### config.mk
export PLATFORM = sky130hd
export DESIGN_NAME = wallace_final_cpa_seq
export DESIGN_NICKNAME = d
export VERILOG_FILES = /design/src/rtl/wallace_final_cpa_seq.sv
export SDC_FILE = /design/constraint.sdc
export NUM_CORES = 1
export LEC_CHECK = 0
export CAP_MARGIN = 20
export CORE_MARGIN = 3
export CORE_UTILIZATION = 45
export CTS_CLUSTER_SIZE = 12
export DETAILED_ROUTE_END_ITERATION = 16
export GPL_TIMING_DRIVEN = 1
export PLACE_DENSITY = 0.74
export SLEW_MARGIN = 25
export SYNTH_ARGS = -nofsm -noshare
export SYNTH_HDL_FRONTEND = slang
export SYNTH_SLANG_ARGS = --single-unit
### constraint.sdc
create_clock -name clk -period 2.9 [get_ports clk]
set_clock_uncertainty 0.2 [all_clocks]
set_input_delay 0.58 -clock clk [delete_from_list [all_inputs] [get_ports clk]]
set_output_delay 0.58 -clock clk [all_outputs]
set_load 0.03 [all_outputs]
### src/rtl/wallace_final_cpa_seq.sv
// Final carry-propagate adder for the 5x5 Wallace tree: CHUNK bits per clock through one narrow adder; FINAL_CPA_OVF_EN adds the ovf port.
// Latency: out_valid rises WIDTH/CHUNK clocks after the accept edge.
// Backpressure: in_ready is low from accept until the product is taken; product is held while out_ready is low.
module wallace_final_cpa_seq #(
   parameter int WIDTH = 10,
   parameter int CHUNK = 2
) (
   input  logic             clk,
   input  logic             rst,
   input  logic             in_valid,
   output logic             in_ready,
   input  logic [WIDTH-1:0] r1,
   input  logic [WIDTH-1:0] r2,
   output logic             out_valid,
   input  logic             out_ready,
   output logic [WIDTH-1:0] product,
`ifdef FINAL_CPA_OVF_EN
   output logic             ovf,
`endif
   output logic             busy
);

   localparam int N  = WIDTH / CHUNK;
   localparam int IW = $clog2(N + 1);

   generate
      if (WIDTH % CHUNK != 0) begin : g_bad_chunk
         $error("wallace_final_cpa_seq: WIDTH must be a multiple of CHUNK");
      end
   endgenerate

   typedef enum logic [1:0] {IDLE, ADD, DONE} state_t;

   state_t           state;
   logic [WIDTH-1:0] a_q;
   logic [WIDTH-1:0] b_q;
   logic [WIDTH-1:0] sum_q;
   logic [IW-1:0]    idx;
   logic             carry_q;

   logic [CHUNK-1:0] a_c;
   logic [CHUNK-1:0] b_c;
   logic [CHUNK:0]   chunk_sum;

   // Chunk select by comparison against constant offsets keeps every slice static.
   always_comb begin
      a_c = '0;
      b_c = '0;
      for (int k = 0; k < N; k++) begin
         if (idx == IW'(k)) begin
            a_c = a_q[k*CHUNK +: CHUNK];
            b_c = b_q[k*CHUNK +: CHUNK];
         end
      end
      chunk_sum = {1'b0, a_c} + {1'b0, b_c} + {{CHUNK{1'b0}}, carry_q};
   end

   always_ff @(posedge clk) begin
      if (rst) begin
         state     <= IDLE;
         a_q       <= '0;
         b_q       <= '0;
         sum_q     <= '0;
         idx       <= '0;
         carry_q   <= 1'b0;
         in_ready  <= 1'b1;
         out_valid <= 1'b0;
         busy      <= 1'b0;
      end else begin
         case (state)
            IDLE: begin
               if (in_valid) begin
                  a_q      <= r1;
                  b_q      <= r2;
                  sum_q    <= '0;
                  idx      <= '0;
                  carry_q  <= 1'b0;
                  in_ready <= 1'b0;
                  busy     <= 1'b1;
                  state    <= ADD;
               end
            end
            ADD: begin
               for (int k = 0; k < N; k++) begin
                  if (idx == IW'(k)) sum_q[k*CHUNK +: CHUNK] <= chunk_sum[CHUNK-1:0];
               end
               carry_q <= chunk_sum[CHUNK];
               idx     <= idx + IW'(1);
               if (idx == IW'(N - 1)) begin
                  out_valid <= 1'b1;
                  state     <= DONE;
               end
            end
            DONE: begin
               if (out_ready) begin
                  out_valid <= 1'b0;
                  in_ready  <= 1'b1;
                  busy      <= 1'b0;
                  state     <= IDLE;
               end
            end
            default: begin
               out_valid <= 1'b0;
               in_ready  <= 1'b1;
               busy      <= 1'b0;
               state     <= IDLE;
            end
         endcase
      end
   end

   assign product = sum_q;
`ifdef FINAL_CPA_OVF_EN
   assign ovf = carry_q;
`endif

endmodule

==> results.toml <==
[power]
static-leakage-power_nw = 0.8547
worst_vdd_ir_mv = 0.3715
report.power.total_mw = 1.217
power.density_nw_per_um2 = 514.7

[run]
cap_viol_max_count = 0

[drt]
route.detailed.wl_per_inst_um = 13.21
post_drt_via_cell_ratio = 5.290
final_antenna_net_count = 0
route.detailed.drc = 0
routed_wl_um = 4004
num_vias = 1603
detailedRoute.firstIterationViolations = 93
firstDrtPassIters = 4

[placement]
buffer_ports.inserted = 36
gp_congestion = 0.9316
place.detailed.hpwl_um = 2820

[setup_path]
critical_path.startpoint_type = "register"
crit_fanout = 5
crit_arrival_ps = 2830
worst_ep_required_time_ps = 2920
critical_path_class = "reg -> reg"
critPathCaptureType = "register"

[clock_tree]
clkLatencyLatePin_ps = 290
htreeDepth = 2
clock_tree.root_cell = "clkbuf_8"
path_clk_slew_ps = 70
clock_sinks = 39
tritoncts.num_buffers = 5
clock_tree_from_tritoncts = "built"
clock_tree.buffer_depth = 2

[layout]
area_growth_syn_to_layout_pct = 31.73
layout_commonest_cell = "nand2_1"
nets = 285
antenna-diode-count = 0
final_layout_size_suffix_gt1_frac = 0.1137
layout.cells.most_common_list = "nand2_1, dfxtp_1, clkdlybuf4s50_1"

[floorplanning]
core.rowCount = 22
count_of_pins_on_the_block_boundary = 37
initial_util = 0.4793
die_height_um = 69.15
die_w_um = 69.15
core-area_um2 = 3744
design.die.area_um2 = 4781

[sta]
final-max-slew-violation-count = 0
achievable-frequency_mhz = 356.9
final.min_clock_period_ps = 2802
final-hold-violation-count = 0
timing.final.crit_share = 0.9662
worst_slew_pin_slew_ps = 564.8
timing.final.setup_violations = 0
setup_total_negative_slack_ps = 0
slew_headroom = 0.6235

[logic_synthesis]
synth_edf_count = 0
synth.top_cell.area_share = 0.4351
synth.cell_area_um2 = 1794
synthArstFlopShare = 0
synth_ff_type = "dfxtp_1"
ys_seq_elements = 39
synth_largest_area_cell = "dfxtp_1"
yosysWarnings = 0
unique_cell_type_count_in_the_yosys_netlist = 32
area_contributors_post_synth = "dfxtp_1, nand2_1, a21oi_1, ha_1, o32ai_1"
syn_area_per_cell_um2 = 8.193
postSynthCellCount = 219
synth_seq_area_share = 0.4351
postSynthNetCount = 250

[global_route]
vias_in_the_first_global_route = 1427
grt_max_degree = 27
grt_first_pass_wirelength_um = 6520
grt_antenna_before_repair = 0
gr-usage-all-layers = 0.1662
grt_overflow = 0

[outcome]
outcome = "complete, no violations"

[worst_hold_path]
min_path_type = "reg -> reg"
per-layer routing:
| metal | global-route usage | up-vias | wire (um) |
|---|---|---|---|
| met1 | 0.2111 | 734 | 1847 |
| met5 | 0 | - | 0 |
| met2 | 0.2754 | 40 | 1881 |
| met4 | 0.05857 | 0 | 87 |
| li1 | - | 819 | - |
| met3 | 0.03790 | 10 | 188 |
final timing paths:
kind	startpoint	to	slack, ps	depth (start not counted)
min	b_q[5]	b_q[5]	260	2
max	idx[0]	product[7]	100	9
max reg2reg	idx[0]	product[7]	100	9
min reg2reg	b_q[5]	b_q[5]	260	2
flip-flops by register name, indices dropped and copies added (netlist names):
name and cells:
a_q 10, b_q 10, product 10, idx 3
state 2, busy 1, carry_q 1, in_ready 1
out_valid 1
cells in the mapped netlist, drive strengths merged, types with 3 or more instances:
cell type  instances
and3               3
o32ai              6
or2                3
a21oi             32
buf               10
nand2b             6
ha                 5
clkbuf             7
nand4b             3
dfxtp             39
nand3b             3
nand2             51
nor2b              3
nor2               4
inv               10
nand3              8
nand4bb            3
nor3b              3
metrics by stage:
step	hold slack, ps	utilization	area (um2)	cells	setup WS [ps]
6_report	257.8	0.6314	2364	303	98.05
3_5_place_dp	249.8	0.5889	2205	295	-60.42
3_3_place_gp	246.7	0.5889	2205	295	5.327
2_1_floorplan	231.9	-	1794	219	9.670
4_1_cts	260.2	0.6223	2330	303	20.41
5_1_grt	279.8	0.6314	2364	303	-4.217
logic make-up after synthesis:
family,synth area share
adders and majority gates,0.05718
AOI/OAI and AO/OA,0.1813
DFF,0.4351
and+or+nand+nor,0.2594
buffers and inverters,0.06695
cell type report:
class	count	area, um2
Multi-Input combinational cell	153	937.1
Clock buffer	6	82.58
Timing Repair Buffer	45	427.9
Tap cell	48	60.06
Fill cell	361	1380
Inverter	10	37.54
Sequential cell	39	783.3
Clock inverter	2	35.03
where the power goes:
part	internal [mW]	total, mW	switching, mW
clock network	0.278	0.464	0.185
logic	0.0856	0.175	0.0896
registers	0.559	0.578	0.0181
worst max-delay path: stages (launching register included):
cell	delay (ps)
dfxtp_2	340
ha_1	200
ha_1	180
or2_2	340
o311ai_2	330
fa_1	230
inv_1	50
fa_2	460
or2_2	310
a21oi_1	110
repair_timing:
action	CTS	global route
buffers inserted	0	0
hold buffers	0	0
resized for setup	2	9
endpoints found under the setup margin	2	4
Note: power is estimated with default switching activity, not from simulation.
